## config.mk

```make
export PLATFORM = sky130hd
export DESIGN_NAME = demux_pkt_sched
export DESIGN_NICKNAME = d
export VERILOG_FILES = /design/src/rtl/demux_pkt_pkg.sv /design/src/rtl/demux_out_reg.sv /design/src/rtl/demux_pkt_sched.sv
export SDC_FILE = /design/constraint.sdc
export NUM_CORES = 1
export LEC_CHECK = 0
export CAP_MARGIN = 20
export CORE_MARGIN = 2
export CORE_UTILIZATION = 40
export DETAILED_ROUTE_END_ITERATION = 12
export GPL_TIMING_DRIVEN = 0
export PLACE_DENSITY = 0.82
export SETUP_SLACK_MARGIN = 0.1
export SLEW_MARGIN = 40
export SYNTH_ARGS = -nofsm -noshare
export SYNTH_HDL_FRONTEND = slang
export SYNTH_HIERARCHICAL = 1
export SYNTH_SLANG_ARGS = --single-unit
```

## constraint.sdc

```tcl
create_clock -name clk -period 2.8 [get_ports clk]
set_input_delay 0.56 -clock clk [delete_from_list [all_inputs] [get_ports clk]]
set_output_delay 0.56 -clock clk [all_outputs]
set_load 0.02 [all_outputs]
```

## src/rtl/demux_pkt_pkg.sv

```systemverilog
// Shared types and constants for the packet demultiplexer/scheduler.
package demux_pkt_pkg;

  localparam int unsigned CNT_W = 16;

  typedef enum logic [0:0] {
    IDLE = 1'b0,
    XFER = 1'b1
  } state_e;

  typedef logic ch_idx_t;

endpackage

```

## src/rtl/demux_out_reg.sv

```systemverilog
// One-entry valid/ready output register; free_c says a beat can be loaded this cycle.
module demux_out_reg #(
  parameter int unsigned DW = 8
) (
  input  logic          clk,
  input  logic          rst,
  input  logic          load,
  input  logic [DW-1:0] load_data,
  input  logic          load_last,
  input  logic          ready,
  output logic          valid,
  output logic [DW-1:0] data,
  output logic          last,
  output logic          free_c
);

  assign free_c = !valid || ready;

  // Data and last only change on a load, so a held beat stays stable.
  always_ff @(posedge clk) begin
    if (rst) begin
      valid <= 1'b0;
      data  <= '0;
      last  <= 1'b0;
    end else if (free_c) begin
      valid <= load;
      if (load) begin
        data <= load_data;
        last <= load_last;
      end
    end
  end

endmodule

```

## src/rtl/demux_pkt_sched.sv

```systemverilog
// Packet demultiplexer: locks each packet to one of two channels, round-robin over ch_en.
// Optional per-channel packet counters with DEMUX_PKT_SCHED_CNT_EN.
module demux_pkt_sched
  import demux_pkt_pkg::*;
#(
  parameter int unsigned DW = 8
) (
  input  logic          clk,
  input  logic          rst,
  input  logic          en,
  input  logic [1:0]    ch_en,
  input  logic [DW-1:0] in_data,
  input  logic          in_valid,
  input  logic          in_last,
  output logic          in_ready,
  output logic [DW-1:0] y0_data,
  output logic          y0_valid,
  output logic          y0_last,
  input  logic          y0_ready,
  output logic [DW-1:0] y1_data,
  output logic          y1_valid,
  output logic          y1_last,
  input  logic          y1_ready,
  output logic          s,
  output logic          busy
`ifdef DEMUX_PKT_SCHED_CNT_EN
  ,
  output logic [CNT_W-1:0] pkt_cnt0,
  output logic [CNT_W-1:0] pkt_cnt1
`endif
);

  state_e  state, state_nxt;
  ch_idx_t ptr, ptr_nxt;
  ch_idx_t s_nxt;
  logic    load0, load1;
  logic    free0, free1;

  always_ff @(posedge clk) begin
    if (rst) begin
      state <= IDLE;
      ptr   <= 1'b0;
      s     <= 1'b0;
    end else begin
      state <= state_nxt;
      ptr   <= ptr_nxt;
      s     <= s_nxt;
    end
  end

  // Channel is chosen once per packet; ch_en/en are only looked at in IDLE.
  always_comb begin
    state_nxt = state;
    ptr_nxt   = ptr;
    s_nxt     = s;
    in_ready  = 1'b0;
    load0     = 1'b0;
    load1     = 1'b0;
    case (state)
      IDLE: begin
        if (en && in_valid && (ch_en != 2'b00)) begin
          s_nxt     = ch_en[ptr] ? ptr : ~ptr;
          state_nxt = XFER;
        end
      end
      XFER: begin
        in_ready = s ? free1 : free0;
        if (in_valid && in_ready) begin
          load0 = !s;
          load1 = s;
          if (in_last) begin
            ptr_nxt   = ~s;
            state_nxt = IDLE;
          end
        end
      end
      default: state_nxt = IDLE;
    endcase
  end

  assign busy = (state == XFER);

  demux_out_reg #(.DW(DW)) u_out0 (
    .clk       (clk),
    .rst       (rst),
    .load      (load0),
    .load_data (in_data),
    .load_last (in_last),
    .ready     (y0_ready),
    .valid     (y0_valid),
    .data      (y0_data),
    .last      (y0_last),
    .free_c    (free0)
  );

  demux_out_reg #(.DW(DW)) u_out1 (
    .clk       (clk),
    .rst       (rst),
    .load      (load1),
    .load_data (in_data),
    .load_last (in_last),
    .ready     (y1_ready),
    .valid     (y1_valid),
    .data      (y1_data),
    .last      (y1_last),
    .free_c    (free1)
  );

`ifdef DEMUX_PKT_SCHED_CNT_EN
  // Counts packets delivered per channel, wrapping at the counter width.
  always_ff @(posedge clk) begin
    if (rst) begin
      pkt_cnt0 <= '0;
      pkt_cnt1 <= '0;
    end else begin
      if (y0_valid && y0_ready && y0_last) pkt_cnt0 <= pkt_cnt0 + CNT_W'(1);
      if (y1_valid && y1_ready && y1_last) pkt_cnt1 <= pkt_cnt1 + CNT_W'(1);
    end
  end
`endif

endmodule

```

======== After elaboration in Yosys (flattened, before gate mapping) ========
Cells that the tools add are included.
operators by class
  bitwise gates (word level) .............. 3
  order comparisons ....................... 1
  multiplexer cells ....................... 13
  reduce and logical (&&, ||, !) cells .... 13
operators with widths
  kind                                                 count
  two-way mux 1 bit                                    12
  AND reduction 2 bit                                  3
  logical AND 1 bit                                    3
  zero test 1 bit                                      3
  NOT 1 bit                                            3
  AND reduction 3 bit                                  1
  logical OR 1 bit                                     2
  < comparator 1 x 2 -> 1 bit (second input constant)  1
  case mux 1 bit (2 select lines)                      1
  nonzero test 2 bit                                   1
word-level totals
  logic and storage cells ................. 39
  output and inout port bits .............. 23
  register bits ........................... 23
  bits of input ports ..................... 17

======== Longest topological paths before layout ========
Gate-level depths: netlist (run 1).
  depth in word-level cells ............... 7
  gate-level depth with buffers ........... 7
  gate-level depth less buffers ........... 4

======== Modules after synthesis ========
The synthesis (run 1) kept the hierarchy.
modules (own cells, without submodules)
  module           instances  seq. area each (um2)  cells an instance  area each (um2)
  demux_out_reg    2          200.2                 45                 470.5
  demux_pkt_sched  1          60.1                  20                 172.7

======== Least setup slack after synthesis (run 1) ========
OpenSTA, ideal clock, no wires.
  path kind ............................... input -> output
  from .................................... input port y1_ready
  to ...................................... output port in_ready
  stages on the path ...................... 4
  arrival time ............................ 1.342 ns
  path buffers ............................ 1
  slack ................................... 0.898 ns
  cells stage by stage .................... nand2b_4 buf_2 mux2i_1 and2b_2
on the way
  longest elaborated chain between the ends .. 3
ends and longest elaborated chain
  item                line                   text
  start: declaration  demux_pkt_sched.sv:23  input logic y1_ready,
  logical OR 1 bit    demux_out_reg.sv:17    assign free_c = !valid || ready;
  net free1           demux_pkt_sched.sv:37  logic free0, free1;
  two-way mux 1 bit   demux_pkt_sched.sv:67  in_ready = s ? free1 : free0;
  two-way mux 1 bit   demux_pkt_sched.sv:59  case (state)
  end: declaration    demux_pkt_sched.sv:15  output logic in_ready,
The timed path passes the listed nets, and every way through them passes these cells.

======== Worst setup path after layout (run 1) ========
  from .................................... input port y0_ready
  to ...................................... output port in_ready
on the way
  longest elaborated chain between the ends .. 3
ends and longest elaborated chain
  item                line                   text
  start: declaration  demux_pkt_sched.sv:19  input logic y0_ready,
  logical OR 1 bit    demux_out_reg.sv:17
  net free0           demux_pkt_sched.sv:37
  two-way mux 1 bit   demux_pkt_sched.sv:67
  two-way mux 1 bit   demux_pkt_sched.sv:59
The timed path passes the listed nets, and every way through them passes these cells.

==> results of run 1 <==
-- per-layer routing --
| layer | GRT usage | part of all wire | wire length, um |
|---|---|---|---|
| met5 | 0 | 0 | 0 |
| met4 | 0.0399 | 0 | 0 |
| met3 | 0.0438 | 0.061 | 160 |
| met2 | 0.287 | 0.50 | 1320 |
| met1 | 0.215 | 0.43 | 1140 |
-- cells in the mapped netlist (all sizes together) --
cell	number	area share
dfxtp	23	0.41
a21oi	22	0.16
nand3	19	0.085
a21bo	18	0.16
buf	8	0.052
clkbuf	2	0.0090
inv	2	0.0067
nand2b	2	0.025
o21ai	2	0.0090
a211o	1	0.0079
and2b	1	0.0079
and4	1	0.0090
and4b	1	0.010
mux2i	1	0.0090
nand2	1	0.0034
nor2	1	0.0034
nor2b	1	0.0056
nor3	1	0.0045
o211ai	1	0.0067
or2	1	0.0056
or3	1	0.0056
-- cells in the final DEF, fill, tap and decap left out --
| cell | n |
|---|---|
| sky130_fd_sc_hd__nand2b_4 | 2 |
| sky130_fd_sc_hd__and2b_2 | 1 |
| sky130_fd_sc_hd__and4b_2 | 1 |
| sky130_fd_sc_hd__mux2i_4 | 1 |
| sky130_fd_sc_hd__a21bo_1 | 18 |
| sky130_fd_sc_hd__clkbuf_2 | 2 |
| sky130_fd_sc_hd__dlygate4sd2_1 | 1 |
| sky130_fd_sc_hd__buf_4 | 2 |
| sky130_fd_sc_hd__a21oi_2 | 18 |
| sky130_fd_sc_hd__clkinv_2 | 1 |
| sky130_fd_sc_hd__buf_6 | 2 |
| sky130_fd_sc_hd__or3_1 | 1 |
| sky130_fd_sc_hd__buf_2 | 4 |
| sky130_fd_sc_hd__clkbuf_4 | 3 |
| sky130_fd_sc_hd__nor2_1 | 1 |
| sky130_fd_sc_hd__nand2_1 | 1 |
| sky130_fd_sc_hd__a211o_1 | 1 |
| sky130_fd_sc_hd__dfxtp_1 | 23 |
| sky130_fd_sc_hd__nor3_1 | 1 |
| sky130_fd_sc_hd__nor2b_1 | 1 |
| sky130_fd_sc_hd__nand3_1 | 19 |
| sky130_fd_sc_hd__inv_1 | 2 |
| sky130_fd_sc_hd__o21ai_0 | 2 |
| sky130_fd_sc_hd__a21oi_1 | 4 |
| sky130_fd_sc_hd__clkdlybuf4s50_1 | 38 |
| sky130_fd_sc_hd__or2_0 | 1 |
| sky130_fd_sc_hd__and4_2 | 1 |
| sky130_fd_sc_hd__o211ai_1 | 1 |
-- final timing paths --
kind	startpoint	end	slack [ps]
worst max-delay path	y0_ready	in_ready	210
worst min-delay path	ptr$_SDFFE_PP0P_	ptr$_SDFFE_PP0P_	540
worst max register to register	u_out1/valid$_SDFFE_PP0P_	u_out1/data[0]$_SDFFE_PP0P_	1210
worst min register to register	ptr$_SDFFE_PP0P_	ptr$_SDFFE_PP0P_	540
-- logic make-up after synthesis --
| kind of cell | Yosys count | synth area share |
|---|---|---|
| AOI/OAI and AO/OA | 44 | 0.345 |
| and+or+nand+nor | 30 | 0.165 |
| DFF | 23 | 0.413 |
| buffers and inverters | 12 | 0.0674 |
| muxes | 1 | 0.00899 |
-- stage by stage --
| step | cells | setup TNS [ps] | power [mW] | setup WS, ps | util |
|---|---|---|---|---|---|
| final | 184 | 0 | 0.582 | 206 | 0.584 |
| after global routing | 184 | 0 | 0.612 | 163 | 0.584 |
| after CTS | 184 | 0 | 0.587 | 170 | 0.580 |
| after detailed placement | 180 | -67.1 | 0.434 | -67.1 | 0.569 |
| after global placement | 180 | -75.4 | 0.433 | -75.4 | 0.569 |
| after floorplan | 110 | 0 | 0.386 | 898 | - |
-- layout make-up --
type / count / area (sq um)
Fill cell: 250 / 1130
Multi-Input combinational cell: 75 / 591
Sequential cell: 23 / 460
Timing Repair Buffer: 39 / 389
Buffer: 10 / 67.6
Tap cell: 31 / 38.8
Clock buffer: 3 / 22.5
Inverter: 2 / 7.51
Clock inverter: 1 / 5.00
-- flip-flops by register name, indices dropped and copies added (netlist names) --
signal	count
u_out0/last	1
u_out0/valid	1
s	1
ptr	1
u_out1/last	1
busy	1
u_out0/data	8
u_out1/data	8
u_out1/valid	1
-- power breakdown --
group          switching (mW)  total, mW  leakage, nW  internal [mW]
clock network           0.102      0.155       0.0177         0.0533
registers             0.00588      0.340        0.186          0.334
logic                  0.0400     0.0875        0.344         0.0475
-- worst min-delay path, delay by kind of cell (launching register included) --
family          cells  cell delay (ps)
compound gates      2              150
flops               1              350
-- repair_timing --
action	CTS	global route
endpoints found under the setup margin	1	1
gates resized for setup	2	1
buffers inserted	0	0
endpoints found under the hold margin	0	0
==> summary.md, run 1 <==
### Run
* maximum capacitance violations: 0

### STA
* final hold violation count: 0
* Worst Max-Slew Pin Slew: 307 ps
* worst hold slack: 541 ps
* final slew viol count: 0
* minimum clock period: 2590 ps
* Setup-failing EPs final: 0
* portion of the clock cycle consumed by the worst path in the final layout: 0.926
* FMAX: 386 MHz
* worst setup skew after layout: 14.3 ps
* unrepaired setup endpoints after global routing: no
* max_slew headroom: 0.795

### Yosys
* post-synthesis area per instance: 10.1 sq um
* flip-flop and latch count after synthesis: 23
* Warnings, synthesis: 6
* cell count after synthesis: 110
* Net Count, Synth: 127
* cell area after synthesis: 0.00111 sq mm
* synth unique cells: 24
* portion of the post-synthesis area used by sequential elements: 0.413

### Floorplan
* core footprint: 0.00271 sq mm
* chip width: 56.8 um
* Chip Height: 56.8 um
* die area: 0.00322 sq mm
* initial standard-cell utilization of the core: 0.411
* # rows: 19
* # IOs: 40

### Route
* via/cell ratio: 5.17
* 1st-pass router iterations: 4
* antenna-violating nets left: 0
* total routed wirelength: 2620 um
* via total after detailed routing: 951
* DRC: 0
* violation count after the first detailed-routing iteration: 7
* average routed wire per standard cell: 14.2 um

### Setup path
* CP arrival: 2030 ps
* endpoint class of the critical path: output pin
* count of buffer and inverter cells on the critical path: 3
* depth of the worst register-to-register path: 7
* maximum cell stage delay along the critical path: 400 ps
* slowest stage cell on the critical path: sky130_fd_sc_hd__clkdlybuf4s50_1
* type of the setup path with the least slack: in2out
* Cell Chain, Critical Path: clkdlybuf4s50_1 > nand2b_4 > buf_2 > mux2i_4 > and2b_2 > dlygate4sd2_1
* delay-heaviest family, CP: buffers and inverters
* Worst path depth: 6
* kind of start point of the critical path: input port
* Crit Path Max Fanout: 11
* endpoint required time on the critical path: 2240 ps

### Place
* HPWL Detailed: 1940 um
* instance area at placement: 0.00154 sq mm
* routability congestion estimate from global placement: 0.697
* Buffers on Ports: 39

### Clocking
* buffer depth of the longest clock path: 2
* number of H-tree branching levels: 1
* CTS sink cnt: 23
* clock slew at reported path FFs: 140 ps
* Hold-fix buffers, CTS: 0
* CTS tree: yes
* CTS Buf Count: 3
* insertion delay of the later-clocked pin in the worst-skew pair: 310 ps
* clk root buf: sky130_fd_sc_hd__clkbuf_4

### Finish
* Final Net Count: 171
* Antenna Cells: 0
* fraction of layout instances using a drive strength above 1: 0.248
* post-route design area: 0.00158 sq mm
* area grow syn2layout: 42.0%

### Power
* peak ir drop on the vdd network: 0.247 mV
* Power per Cell Area: 368 mW/mm^2
* leakage power: 0.548 nW

### Global routing
* via count of the first global-routing pass: 938
* wire length of the first global-routing pass: 4330 um
* maximum number of pins on one net before global-route repair: 14
* final global-route overflow total: 0
* initial antenna violation count: 0
* GRT Overall Usage: 0.170

### Min path
* hold depth: 2
* hold crit path type: reg2reg

### Status
* run status: complete, no violations

Note: power is estimated with default switching activity, not from simulation.
==> inputs of run 2 (changes only) <==
- ABC_AREA: unset -> 1
- CAP_MARGIN: 20 -> unset
- PLACE_DENSITY: 0.82 -> 0.81
==> run 2 against run 1 <==
First-iteration DRC count grew to 3.1 times the previous value. Highest routed layer unchanged. Sequential cell count did not move. Via count grew 15%. Synthesized cell count grew 48%. Largest power group unchanged.
==> summary.md, run 2 <==
### Status
* run status: complete, no violations

### Global routing
* final global-route overflow total: 0, unchanged
* wire length of the first global-routing pass: 3770 um, -13%
* GRT Overall Usage: 0.143, -0.0268
* maximum number of pins on one net before global-route repair: 14, unchanged
* via count of the first global-routing pass: 935, -0.32%
* initial antenna violation count: 0, unchanged

### Run
* maximum capacitance violations: 0, unchanged

### Floorplan
* core footprint: 0.00273 sq mm, +0.88%
* # rows: 19, unchanged
* Chip Height: 57.6 um, +1.6%
* die area: 0.00332 sq mm, +3.1%
* # IOs: 40, unchanged
* initial standard-cell utilization of the core: 0.421, +0.0102
* chip width: 57.6 um, +1.6%

### STA
* Worst Max-Slew Pin Slew: 242 ps, -65.8 ps
* FMAX: 407 MHz, +5.5%
* Setup-failing EPs final: 0, unchanged
* max_slew headroom: 0.838, +0.0433
* setup tns final: 0 ps, unchanged
* minimum clock period: 2460 ps, -136 ps
* worst setup skew after layout: 12.6 ps, -1.74 ps
* unrepaired setup endpoints after global routing: no
* final hold violation count: 0, unchanged
* portion of the clock cycle consumed by the worst path in the final layout: 0.878, -0.0484
* final slew viol count: 0, unchanged

### Clocking
* CTS sink cnt: 23, unchanged
* clock slew at reported path FFs: 110 ps, -30 ps
* CTS tree: yes
* total setup buffers inserted after CTS: 0, unchanged
* clk root buf: sky130_fd_sc_hd__clkbuf_4
* insertion delay of the later-clocked pin in the worst-skew pair: 310 ps, about the same
* CTS Buf Count: 3, unchanged
* buffer depth of the longest clock path: 2, unchanged
* number of H-tree branching levels: 1, unchanged

### Yosys
* cell count after synthesis: 163, +48%
* share of flip-flops with an asynchronous set or reset: 0, unchanged
* flip-flop and latch count after synthesis: 23, unchanged
* synth unique cells: 15, -38%
* ranking of synthesized cells by area: sky130_fd_sc_hd__dfxtp_1, sky130_fd_sc_hd__nand3_1, sky130_fd_sc_hd__nand2_1, sky130_fd_sc_hd__inv_1, sky130_fd_sc_hd__a21oi_1
* Warnings, synthesis: 6, unchanged
* top post-synthesis cells by count: sky130_fd_sc_hd__nand2_1, sky130_fd_sc_hd__inv_1, sky130_fd_sc_hd__dfxtp_1
* share of the synthesized area in the top cell type: 0.400, -0.0135
* cell area after synthesis: 0.00115 sq mm, +3.4%
* post-synthesis area per instance: 7.06 sq um, -30%
* Net Count, Synth: 180, +42%
* count leader, synth: sky130_fd_sc_hd__nand2_1
* portion of the post-synthesis area used by sequential elements: 0.400, -0.0135
* Post-synth top flop: sky130_fd_sc_hd__dfxtp_1
* cell taking the most area after synthesis: sky130_fd_sc_hd__dfxtp_1
* EDFF count, synth: 0, unchanged

### Setup path
* endpoint required time on the critical path: 2240 ps, about the same
* slowest stage cell on the critical path: sky130_fd_sc_hd__clkdlybuf4s50_1
* maximum cell stage delay along the critical path: 450 ps, +50 ps
* Crit Path Max Fanout: 10, -1
* count of buffer and inverter cells on the critical path: 4, +1
* delay-heaviest family, CP: buffers and inverters
* Cell Chain, Critical Path: clkdlybuf4s50_1 > inv_1 > nand2_2 > buf_6 > nand2_1 > a21oi_2 > dlygate4sd2_1
* endpoint class of the critical path: output pin
* kind of start point of the critical path: input port
* CP arrival: 1900 ps, -130 ps
* type of the setup path with the least slack: in2out

### Route
* antenna-violating nets left: 0, unchanged
* average routed wire per standard cell: 9.69 um, -32%
* 1st-pass router iterations: 4, unchanged
* via total after detailed routing: 1091, +15%
* DRC: 0, unchanged
* total routed wirelength: 2300 um, -12%
* violation count after the first detailed-routing iteration: 22, +15
* via/cell ratio: 4.60, -11%

### Finish
* post-route design area: 0.00161 sq mm, +1.6%
* Final Net Count: 224, +31%
* area grow syn2layout: 39.6%
* most common cell after layout, fill and taps aside: sky130_fd_sc_hd__clkdlybuf4s50_1
* fraction of layout instances using a drive strength above 1: 0.107, -0.142
* top flop regs: u_out0/data (8), u_out1/data (8)
* Antenna Cells: 0, unchanged
* highest-count cells in the layout ignoring fill and taps: sky130_fd_sc_hd__clkdlybuf4s50_1, sky130_fd_sc_hd__nand2_1, sky130_fd_sc_hd__inv_1

### Power
* Power per Cell Area: 383 mW/mm^2, +3.9%
* leakage power: 0.734 nW, +34%
* peak ir drop on the vdd network: 0.283 mV, +15%

### Min path
* hold crit path type: reg2reg

### Place
* Buffers on Ports: 39, unchanged
* instance area at placement: 0.00158 sq mm, +2.4%
* routability congestion estimate from global placement: 0.844, +21%
* HPWL Detailed: 1790 um, -7.9%

-- run 2: final cells by class --
class | instances | area [sq um]
plain buffers | 8 | 108
clock buffers | 3 | 22.5
clock inverters | 1 | 5.00
fillers | 271 | 1130
inverters | 32 | 120
multi-input cells | 100 | 463
flip-flops and latches | 23 | 460
well taps | 31 | 38.8
repair buffers | 39 | 389
-- run 2: worst register-to-register path: stages (launching register included) --
cell	delay (ps)
sky130_fd_sc_hd__dfxtp_1	340
sky130_fd_sc_hd__nand2_2	90
sky130_fd_sc_hd__buf_6	140
sky130_fd_sc_hd__nand2_1	90
sky130_fd_sc_hd__a21oi_2	170
sky130_fd_sc_hd__nand3_1	80
sky130_fd_sc_hd__inv_1	70
sky130_fd_sc_hd__buf_6	140
sky130_fd_sc_hd__buf_12	130
sky130_fd_sc_hd__inv_2	30
sky130_fd_sc_hd__a21oi_1	130
-- run 2: routing by layer --
metal | vias to the layer above | GRT usage | wire [um]
met3 | 0 | 0.0223 | 122
li1 | 587 | - | -
met1 | 478 | 0.187 | 1090
met5 | - | 0 | 0
met2 | 26 | 0.245 | 1080
met4 | 0 | 0.0399 | 0
-- run 2: per-stage QoR --
stage / setup WS (ps) / util / instances / hold WS, ps / total power, mW
floorplan: 1030 / - / 163 / 453 / 0.417
global placement: 110 / 0.578 / 233 / 469 / 0.472
detailed placement: 52.9 / 0.578 / 233 / 471 / 0.474
CTS: 326 / 0.588 / 237 / 489 / 0.625
global route: 256 / 0.588 / 237 / 510 / 0.649
finish: 342 / 0.588 / 237 / 485 / 0.615
-- run 2: power breakdown --
part           switching [mW]  internal, mW  total, mW
combinational          0.0592        0.0610      0.120
sequential            0.00671         0.338      0.345
clock                  0.0964        0.0533      0.150
-- run 2: final timing paths --
check | startpoint | endpoint | slack [ps] | cells past startpoint
setup / recovery | y1_ready | in_ready | 340 | 7
hold / removal | ptr$_SDFFE_PP0P_ | ptr$_SDFFE_PP0P_ | 490 | 2
setup reg to reg | u_out1/valid$_SDFFE_PP0P_ | u_out1/valid$_SDFFE_PP0P_ | 1330 | 10
hold reg to reg | ptr$_SDFFE_PP0P_ | ptr$_SDFFE_PP0P_ | 490 | 2
-- run 2: kinds of logic after synthesis --
logic type             after synthesis  synth area share
AND/OR/NAND/NOR                     77             0.292
buffers and inverters               40             0.198
flip-flops                          23             0.400
AO/OA/AOI/OAI                       23             0.110
-- run 2: repair_timing --
item                                   in CTS  in global routing
hold buffers                                0                  0
gates resized for setup                     1                  0
setup endpoints to repair                   1                  0
endpoints found under the hold margin       0                  0
